`src/rtl/key_pkg.sv`:
```
// Shared definitions for the piano key path: key code width, rest code and
// the recorder mode encoding.
package key_pkg;

   localparam int unsigned KEY_W = 7;
   localparam logic [KEY_W-1:0] REST = 7'd0;

   typedef enum logic [1:0] {
      IDLE   = 2'd0,
      RECORD = 2'd1,
      PLAY   = 2'd2
   } state_t;

endpackage

```
`src/rtl/key_sequence_recorder_if.sv`:
```
// Control and key-code bus of the key sequence recorder; the master issues
// requests and live keys, the slave returns playback keys and status.
interface key_sequence_recorder_if #(
   parameter int unsigned DEPTH = 42
);
   import key_pkg::*;

   localparam int unsigned LEN_W = $clog2(DEPTH + 1);

   logic             rec_start;
   logic             play_start;
   logic             stop;
   logic [KEY_W-1:0] keys_in;
   logic [KEY_W-1:0] keys_out;
   logic             recording;
   logic             playing;
   logic             full;
   logic [LEN_W-1:0] length;

   modport master (
      output rec_start, play_start, stop, keys_in,
      input  keys_out, recording, playing, full, length
   );

   modport slave (
      input  rec_start, play_start, stop, keys_in,
      output keys_out, recording, playing, full, length
   );

endinterface

```
`src/rtl/tick_divider.sv`:
```
// Fixed-rate step tick: down-counter that flags zero and reloads, with a
// load input to restart the phase.
module tick_divider #(
   parameter int unsigned TICK_COUNT = 16666666
) (
   input  logic clock,
   input  logic reset,
   input  logic load,
   output logic tick
);

   localparam int unsigned CNT_W = (TICK_COUNT > 0) ? $clog2(TICK_COUNT + 1) : 1;

   logic [CNT_W-1:0] r_cnt;

   always_ff @(posedge clock) begin
      if (reset || load) begin
         r_cnt <= CNT_W'(TICK_COUNT);
      end else if (r_cnt == '0) begin
         r_cnt <= CNT_W'(TICK_COUNT);
      end else begin
         r_cnt <= r_cnt - CNT_W'(1);
      end
   end

   assign tick = (r_cnt == '0);

endmodule

```
`src/rtl/key_sequence_recorder.sv`:
```
// Capture-and-replay of the 7-bit key code stream, one buffer step per tick.
module key_sequence_recorder
   import key_pkg::*;
#(
   parameter int unsigned DEPTH      = 42,
   parameter int unsigned TICK_COUNT = 16666666,
   parameter bit          LOOP       = 1'b0
) (
   input logic                     clock,
   input logic                     reset,
   key_sequence_recorder_if.slave  bus
);

   localparam int unsigned LEN_W  = $clog2(DEPTH + 1);
   localparam int unsigned ADDR_W = (DEPTH > 1) ? $clog2(DEPTH) : 1;

   state_t           r_state;
   logic [LEN_W-1:0] r_length;
   logic [LEN_W-1:0] r_wr_ptr;
   logic [LEN_W-1:0] r_rd_ptr;
   logic [KEY_W-1:0] r_keys_out;
   logic [KEY_W-1:0] r_mem [DEPTH];

   logic             w_tick;
   logic             w_load;
   logic             w_wr_en;
   logic [LEN_W-1:0] w_rd_next;
   logic [KEY_W-1:0] w_mem_next;
   logic [KEY_W-1:0] w_mem_first;

   // Divider phase restarts on every accepted entry into RECORD or PLAY.
   assign w_load = (r_state == IDLE) &&
                   (bus.rec_start || (bus.play_start && (r_length != '0)));
   assign w_wr_en     = (r_state == RECORD) && w_tick && !bus.stop;
   assign w_rd_next   = r_rd_ptr + LEN_W'(1);
   assign w_mem_next  = r_mem[w_rd_next[ADDR_W-1:0]];
   assign w_mem_first = r_mem[0];

   tick_divider #(
      .TICK_COUNT (TICK_COUNT)
   ) u_tick_divider (
      .clock (clock),
      .reset (reset),
      .load  (w_load),
      .tick  (w_tick)
   );

   always_ff @(posedge clock) begin
      if (w_wr_en) begin
         r_mem[r_wr_ptr[ADDR_W-1:0]] <= bus.keys_in;
      end
   end

   // Mode control; stop outranks rec_start, which outranks play_start.
   always_ff @(posedge clock) begin
      if (reset) begin
         r_state    <= IDLE;
         r_length   <= '0;
         r_wr_ptr   <= '0;
         r_rd_ptr   <= '0;
         r_keys_out <= REST;
      end else begin
         case (r_state)
            IDLE: begin
               if (bus.rec_start) begin
                  r_state  <= RECORD;
                  r_length <= '0;
                  r_wr_ptr <= '0;
               end else if (bus.play_start && (r_length != '0)) begin
                  r_state    <= PLAY;
                  r_rd_ptr   <= '0;
                  r_keys_out <= w_mem_first;
               end
            end
            RECORD: begin
               if (bus.stop) begin
                  r_state <= IDLE;
               end else if (w_tick) begin
                  r_wr_ptr <= r_wr_ptr + LEN_W'(1);
                  r_length <= r_length + LEN_W'(1);
                  if (r_length == LEN_W'(DEPTH - 1)) begin
                     r_state <= IDLE;
                  end
               end
            end
            PLAY: begin
               if (bus.stop) begin
                  r_state    <= IDLE;
                  r_rd_ptr   <= '0;
                  r_keys_out <= REST;
               end else if (w_tick) begin
                  if (w_rd_next == r_length) begin
                     r_rd_ptr <= '0;
                     if (LOOP) begin
                        r_keys_out <= w_mem_first;
                     end else begin
                        r_state    <= IDLE;
                        r_keys_out <= REST;
                     end
                  end else begin
                     r_rd_ptr   <= w_rd_next;
                     r_keys_out <= w_mem_next;
                  end
               end
            end
            default: begin
               r_state <= IDLE;
            end
         endcase
      end
   end

   assign bus.keys_out  = r_keys_out;
   assign bus.recording = (r_state == RECORD);
   assign bus.playing   = (r_state == PLAY);
   assign bus.full      = (r_length == LEN_W'(DEPTH));
   assign bus.length    = r_length;

endmodule

```
`src/flat_wrapper.sv`:
```
// flat-port wrapper written by rule: the top's interface ports become plain ports
module key_sequence_recorder_flat import key_pkg::*;
#(
   parameter int unsigned DEPTH      = 42,
   parameter int unsigned TICK_COUNT = 16666666,
   parameter bit          LOOP       = 1'b0
)
  (clock, reset, bus_rec_start, bus_play_start, bus_stop, bus_keys_in, bus_keys_out, bus_recording, bus_playing, bus_full, bus_length);
  key_sequence_recorder_if #(.DEPTH(DEPTH)) bus_i ();
  input logic clock;
  input logic reset;
  input wire logic [$bits(bus_i.rec_start)-1:0] bus_rec_start;
  input wire logic [$bits(bus_i.play_start)-1:0] bus_play_start;
  input wire logic [$bits(bus_i.stop)-1:0] bus_stop;
  input wire logic [$bits(bus_i.keys_in)-1:0] bus_keys_in;
  output wire logic [$bits(bus_i.keys_out)-1:0] bus_keys_out;
  output wire logic [$bits(bus_i.recording)-1:0] bus_recording;
  output wire logic [$bits(bus_i.playing)-1:0] bus_playing;
  output wire logic [$bits(bus_i.full)-1:0] bus_full;
  output wire logic [$bits(bus_i.length)-1:0] bus_length;
  assign bus_i.rec_start = bus_rec_start;
  assign bus_i.play_start = bus_play_start;
  assign bus_i.stop = bus_stop;
  assign bus_i.keys_in = bus_keys_in;
  assign bus_keys_out = bus_i.keys_out;
  assign bus_recording = bus_i.recording;
  assign bus_playing = bus_i.playing;
  assign bus_full = bus_i.full;
  assign bus_length = bus_i.length;
  key_sequence_recorder #(.DEPTH(DEPTH), .TICK_COUNT(TICK_COUNT), .LOOP(LOOP)) u_core (.clock(clock), .reset(reset), .bus(bus_i));
endmodule
```
`config.mk`:
```
export PLATFORM = sky130hd
export DESIGN_NAME = key_sequence_recorder_flat
export DESIGN_NICKNAME = d
export VERILOG_FILES = /design/src/rtl/key_pkg.sv /design/src/rtl/key_sequence_recorder_if.sv /design/src/rtl/tick_divider.sv /design/src/rtl/key_sequence_recorder.sv /design/src/flat_wrapper.sv
export SDC_FILE = /design/constraint.sdc
export NUM_CORES = 1
export LEC_CHECK = 0
export ABC_AREA = 1
export BUFFER_PORTS_ARGS = -buffer_cell sky130_fd_sc_hd__buf_2
export CAP_MARGIN = 25
export CORE_AREA = 2 2 152 154
export CTS_BUF_LIST = sky130_fd_sc_hd__clkbuf_4
export DETAILED_ROUTE_END_ITERATION = 6
export DIE_AREA = 0 0 154 156
export PLACE_DENSITY_LB_ADDON = 0.2
export SYNTH_ARGS = -nofsm -noshare
export SYNTH_HDL_FRONTEND = slang
export SYNTH_SLANG_ARGS = --single-unit
```
`constraint.sdc`:
```
create_clock -name clock -period 4.4 [get_ports clock]
set_input_delay 0.88 -clock clock [delete_from_list [all_inputs] [get_ports clock]]
set_output_delay 0.88 -clock clock [all_outputs]
set_load 0.03 [all_outputs]
```
### Word level (Yosys, flattened, before mapping)

Memories as Yosys holds them, arrays and structs flattened.
Cells that the tools add are included.
Widths: inputs -> output; s select.

* bits in registers: 51
* memory bits (writable): 294
* bits of input ports: 12
* output and inout bits: 16
* logic and storage cells: 72
* memories kept: 1

Memories
* u_core.r_mem: words 42, bits a word 7, read ports 2, clocked after Yosys merged registers in 0, wr ports 1, RTL line key_sequence_recorder.sv:22 `logic [KEY_W-1:0] r_mem [DEPTH];`

* add/sub/neg operators: 4
* eq/ne operators: 15
* muxes and demuxes: 30
* reductions and logical operators: 16

Operators by type and width (number)
* $mux 6: 10
* $pmux 6 s2: 3
* $mux 7: 5
* $logic_not 24->1: 1
* $sub 24x1->24 const B: 1
* $add 6x1->6 const B: 3
* $mux 2: 8
* $pmux 7 s2: 1
* $eq 6x6->1 const B: 2
* $ne 3x2->1 const B: 4
* $ne 2x2->1 const B: 4
* $reduce_and 4->1: 2
* $eq 6x6->1: 1
* $pmux 2 s3: 1
* $reduce_bool 6->1: 1
* $reduce_and 5->1: 1
* $logic_and 1x1->1: 4
* $reduce_bool 2->1: 2
* $ne 3x3->1 const B: 1
* $eq 2x1->1 const B: 1
* $eq 2x2->1 const B: 1
* $logic_not 2->1: 1
* $logic_or 1x1->1: 2
* $mux 1: 2
* 3 further kinds: 3

### Logic depth before layout (Yosys ltp)

* depth after elaboration: 6
* mapped depth: 13
* depth with buffers taken out: 12

### Cells and area by module

A second synthesis with hierarchy kept.

* cells, all modules: 1458
* area, all modules: 15024.4 um2

By module, submodules not included
* key_sequence_recorder: times used 1, cells each 1262, area each 13661.9 um2, seq. area each 9369.0 um2
* tick_divider: times used 1, cells each 196, area each 1362.6 um2, seq. area each 480.5 um2

### Worst setup path after synthesis

No wires, ideal clock.

* kind: input -> register
* start: input port bus_stop
* end: memory u_core.r_mem[1][0] (enable)
* setup time: 0.390 ns
* arrival: 2.148 ns
* required time: 4.010 ns
* slack: 1.862 ns
* stages on the path: 4
* path buffers: 1
* cells stage by stage: nor2_2 > nand3_2 > buf_2 > nor4_1

* longest elaborated chain between the ends: 4

RTL lines
* start, declared: RTL line flat_wrapper.sv:14 `input wire logic [$bits(bus_i.stop)-1:0] bus_stop;`
* $logic_not 1->1: RTL line key_sequence_recorder.sv:34 `assign w_wr_en = (r_state == RECORD) && w_tick && !bus.stop;`
* $logic_and 1x1->1: RTL line key_sequence_recorder.sv:34
* $mux 1: RTL line key_sequence_recorder.sv:49 `if (w_wr_en) begin`
* $mux 1 (implied by the code): RTL line key_sequence_recorder.sv:50 `r_mem[r_wr_ptr[ADDR_W-1:0]] <= bus.keys_in;`
* end, declared: RTL line key_sequence_recorder.sv:22

Every way passes these cells.

### Worst setup path after layout

* start: register u_core.r_rd_ptr[0]
* end: register u_core.r_rd_ptr[3]

* longest elaborated chain between the ends: 6

RTL lines
* start, declared: RTL line key_sequence_recorder.sv:20 `logic [LEN_W-1:0] r_rd_ptr;`
* start signal, assigned: RTL line key_sequence_recorder.sv:101 `r_rd_ptr <= w_rd_next;`
* $add 6x1->6 (*): RTL line key_sequence_recorder.sv:35 `assign w_rd_next = r_rd_ptr + LEN_W'(1);`
* $eq 6x6->1: RTL line key_sequence_recorder.sv:92 `if (w_rd_next == r_length) begin`
* $mux 6 (*): RTL line key_sequence_recorder.sv:92
* $mux 6 (*): RTL line key_sequence_recorder.sv:91 `end else if (w_tick) begin`
* $mux 6 (*): RTL line key_sequence_recorder.sv:87 `if (bus.stop) begin`
* $pmux 6 s2 (*): RTL line key_sequence_recorder.sv:63 `case (r_state)`

Every way passes the cells marked *; elsewhere a longest branch is shown, timed or not. The select of a mux whose other input is x is not followed.
A chain may end at the register's enable or synchronous reset.

==> insert_results.sql <==
INSERT INTO impl_metrics (metric_group, metric, value, unit) VALUES
('critical_path', 'endpoint_kind', 'register', ''),
('floorplan', 'floorplan.initialDensity', '66.2', '%'),
('clock_tree', 'cts.sink_count', '345', ''),
('clock_tree', 'insertion_delay', '700', 'ps'),
('layout', 'leading_cell_types_in_the_layout_fill_and_taps_excluded', '396 x sky130_fd_sc_hd__nand2_1, 294 x sky130_fd_sc_hd__edfxtp_1, 286 x sky130_fd_sc_hd__nand3_1, 134 x sky130_fd_sc_hd__clkbuf_4, 118 x sky130_fd_sc_hd__nor2_1', ''),
('synthesis', 'share_of_the_synthesized_area_in_the_top_cell_type', '59.6', '%'),
('synthesis', 'synth.largest_area_cell', 'sky130_fd_sc_hd__edfxtp_1', ''),
('global_routing', 'grt_remaining_overflow', '0', ''),
('synthesis', 'yosys-top-cells-area', 'sky130_fd_sc_hd__edfxtp_1 60%, sky130_fd_sc_hd__nand2_1 10%, sky130_fd_sc_hd__nand3_1 9.7%', ''),
('timing', 'finalCriticalPeriod', '3020', 'ps'),
('clock_tree', 'postCtsSetupRepairBufs', '0', ''),
('placed_design', 'gp_congestion', '0.932', ''),
('clock_tree', 'cts_resized', '0', ''),
('power', 'post-layout-total-power', '6.54', 'mW'),
('timing', 'timing_worst_slew_pin_value', '1080', 'ps'),
('timing', 'rsz0062_at_grt', 'false', ''),
('drt', 'route.final.wire_length', '35600', 'µm'),
('synthesis', 'ys_ff_latch', '345', ''),
('placed_design', 'numPortBuffers', '27', ''),
('floorplan', 'design.die.area', '24000', 'µm²'),
('synthesis', 'sequential_area_share_after_synthesis', '66.5', '%'),
('placed_design', 'hpwlAfterDp', '21400', 'µm'),
('timing', 'final_period_utilization', '68.6', '%'),
('synthesis', 'mappedNetlistArea', '14800', 'µm²'),
('critical_path', 'worst_path_most_repeated_cell', 'sky130_fd_sc_hd__nand2_1', ''),
('floorplan', 'num_io_pins', '28', ''),
('run_status', 'outcome', 'finished, final reports clean', ''),
('floorplan', 'die_height', '156', 'µm'),
('timing', 'maxSlewViolCount', '0', ''),
('timing', 'maxSlewHeadroom', '28.2', '%'),
('drt', 'detailedRoute.firstIterationViolations', '1054', ''),
('synthesis', 'synthesis.area_per_instance', '10.3', 'µm²'),
('drt', 'final_antenna_net_count', '0', ''),
('synthesis', 'synth_nets', '1454', ''),
('run', 'maxCapViolCount', '0', ''),
('power', 'ir_drop', '0.265', 'mV'),
('timing', 'final-setup-viol-count', '0', ''),
('layout', 'layout-area-overhead-vs-synth', '9.31', '%'),
('global_routing', 'wire_length_of_the_first_global_routing_pass', '55100', 'µm'),
('clock_tree', 'hold_buffers', '0', ''),
('critical_path', 'crit_path_launch_type', 'register', ''),
('min_path', 'worst_hold_path_type', 'reg2reg', ''),
('global_routing', 'track_usage', '30.2', '%'),
('placed_design', 'placement.cell_area', '15000', 'µm²'),
('timing', 'fin_worst_skew', '35.5', 'ps'),
('clock_tree', 'h_tree_lvls', '3', ''),
('synthesis', 'post_synth_num_cell_types', '35', ''),
('floorplan', 'floorplan.rows', '55', ''),
('drt', 'route.detailed.wl_per_inst', '19.4', 'µm'),
('clock_tree', 'cts_buffer_depth', '3', ''),
('layout', 'net_total_in_the_final_layout', '1508', ''),
('layout', 'seq_area', '9850', 'µm²'),
('layout', 'final_layout_size_suffix_gt1_share', '13.7', '%'),
('clock_tree', 'worst_setup_hold_path_clk_slew', '70', 'ps'),
('synthesis', 'postSynth.asyncResetShare', '0', '%'),
('global_routing', 'via_count_of_the_first_global_routing_pass', '10430', ''),
('clock_tree', 'cts_tree', 'yes', ''),
('synthesis', 'synthCells', '1434', ''),
('critical_path', 'cp_data_required_time', '5010', 'ps'),
('timing', 'hold_ws', '425', 'ps'),
('critical_path', 'critical_path_arrival', '3630', 'ps'),
('critical_path', 'critical-path-slowest-cell', 'sky130_fd_sc_hd__dfxtp_4', ''),
('drt', 'first_pass_iters', '6', ''),
('timing', 'setup_tns', '0', 'ps'),
('critical_path', 'crit_chain', 'ha_2 -> buf_4 -> nand2_1 -> nand2_1 -> nor2_1 -> nand3_1 -> nor2_1 -> nand3_1 -> nand2_2 -> nor2_4 -> nand2_1 -> a21oi_1', ''),
('power', 'pd_cells', '404', 'nW/µm²'),
('drt', 'drc', '0', ''),
('clock_tree', 'tritoncts.num_buffers', '84', ''),
('synthesis', 'edff_count_synth', '294', ''),
('synthesis', 'synth_flop_cell', 'sky130_fd_sc_hd__edfxtp_1', ''),
('critical_path', 'crit_type', 'reg2reg', '');
-- final cells by class --
class	count	area share (%)
Antenna cell	1	0.0155
Clock buffer	134	6.21
Multi-Input combinational cell	954	27.0
Clock inverter	16	0.695
Tap cell	285	2.20
Inverter	66	1.55
Timing Repair Buffer	37	1.48
Sequential cell	345	60.8
-- stage by stage --
step | std cells | util [%] | worst slack, ps
3_5_place_dp | 1686 | 67.3 | 1420
5_1_grt | 1838 | 72.4 | 1150
6_report | 1838 | 72.4 | 1380
3_3_place_gp | 1685 | 67.3 | 1450
4_1_cts | 1836 | 72.3 | 1410
2_1_floorplan | 1434 | - | 1860
-- critical path, delay by kind of cell (launching register included) --
kind | cells | cell delay (ps)
fa+ha+maj | 1 | 340
flops | 1 | 860
compound gates | 1 | 160
buf+inv | 1 | 660
simple gates | 9 | 870
-- Yosys cell counts (5+ instances only) --
cell / count
sky130_fd_sc_hd__o21ai_0: 23
sky130_fd_sc_hd__buf_2: 38
sky130_fd_sc_hd__nor2_2: 6
sky130_fd_sc_hd__inv_1: 57
sky130_fd_sc_hd__a21oi_1: 59
sky130_fd_sc_hd__clkbuf_1: 16
sky130_fd_sc_hd__edfxtp_1: 294
sky130_fd_sc_hd__inv_2: 9
sky130_fd_sc_hd__buf_4: 9
sky130_fd_sc_hd__nand2_2: 6
sky130_fd_sc_hd__o21ai_1: 5
sky130_fd_sc_hd__nor2_1: 118
sky130_fd_sc_hd__xor2_1: 9
sky130_fd_sc_hd__nand3_2: 7
sky130_fd_sc_hd__nand2_1: 396
sky130_fd_sc_hd__nand3_1: 286
sky130_fd_sc_hd__ha_1: 8
sky130_fd_sc_hd__buf_1: 5
sky130_fd_sc_hd__nand4_1: 8
sky130_fd_sc_hd__dfxtp_1: 51
-- cells by family (layout without fill, tap and decap cells) --
group | count (synthesis) | after routing | synth area share [%]
AND/OR/NAND/NOR | 845 | 845 | 25.1
adder cells (fa/ha/maj) | 8 | 8 | 0.676
AO/OA/AOI/OAI | 91 | 91 | 3.14
XOR/XNOR | 10 | 10 | 0.591
buffers and inverters | 135 | 253 | 4.02
other | 0 | 1 | 0
flip-flops | 345 | 345 | 66.5
-- where the power goes --
part	internal, mW	switching [mW]
Sequential	3.56	0.0202
Combinational	0.0506	0.188
Clock	1.49	1.24
-- layer usage --
layer	GRT usage (%)	wire [µm]	vias to the layer above
met3	6.47	3210	115
met5	0	0	-
met2	49.7	17200	564
met4	14.7	1470	0
li1	-	-	5100
met1	38.5	13800	5001
-- worst paths after layout --
check,start,end,slack [ps],depth (start not counted)
worst max register to register,u_core.r_rd_ptr[0]$_SDFFE_PP0P_,u_core.r_rd_ptr[3]$_SDFFE_PP0P_,1380,12
worst min-delay path,u_core.u_tick_divider.r_cnt[0]$_SDFF_PP0_,u_core.u_tick_divider.r_cnt[0]$_SDFF_PP0_,420,1
worst min register to register,u_core.u_tick_divider.r_cnt[0]$_SDFF_PP0_,u_core.u_tick_divider.r_cnt[0]$_SDFF_PP0_,420,1
worst max-delay path,u_core.r_rd_ptr[0]$_SDFFE_PP0P_,u_core.r_rd_ptr[3]$_SDFFE_PP0P_,1380,12
-- sequential cells by signal (all words and copies together), names as in the netlist --
register / flops
u_core.u_tick_divider.r_cnt: 24
u_core.bus.length: 6
u_core.r_rd_ptr: 6
u_core.r_wr_ptr: 6
u_core.r_mem: 294
u_core.bus.keys_out: 7
u_core.r_state: 2
Note: power is estimated with default switching activity, not from simulation.
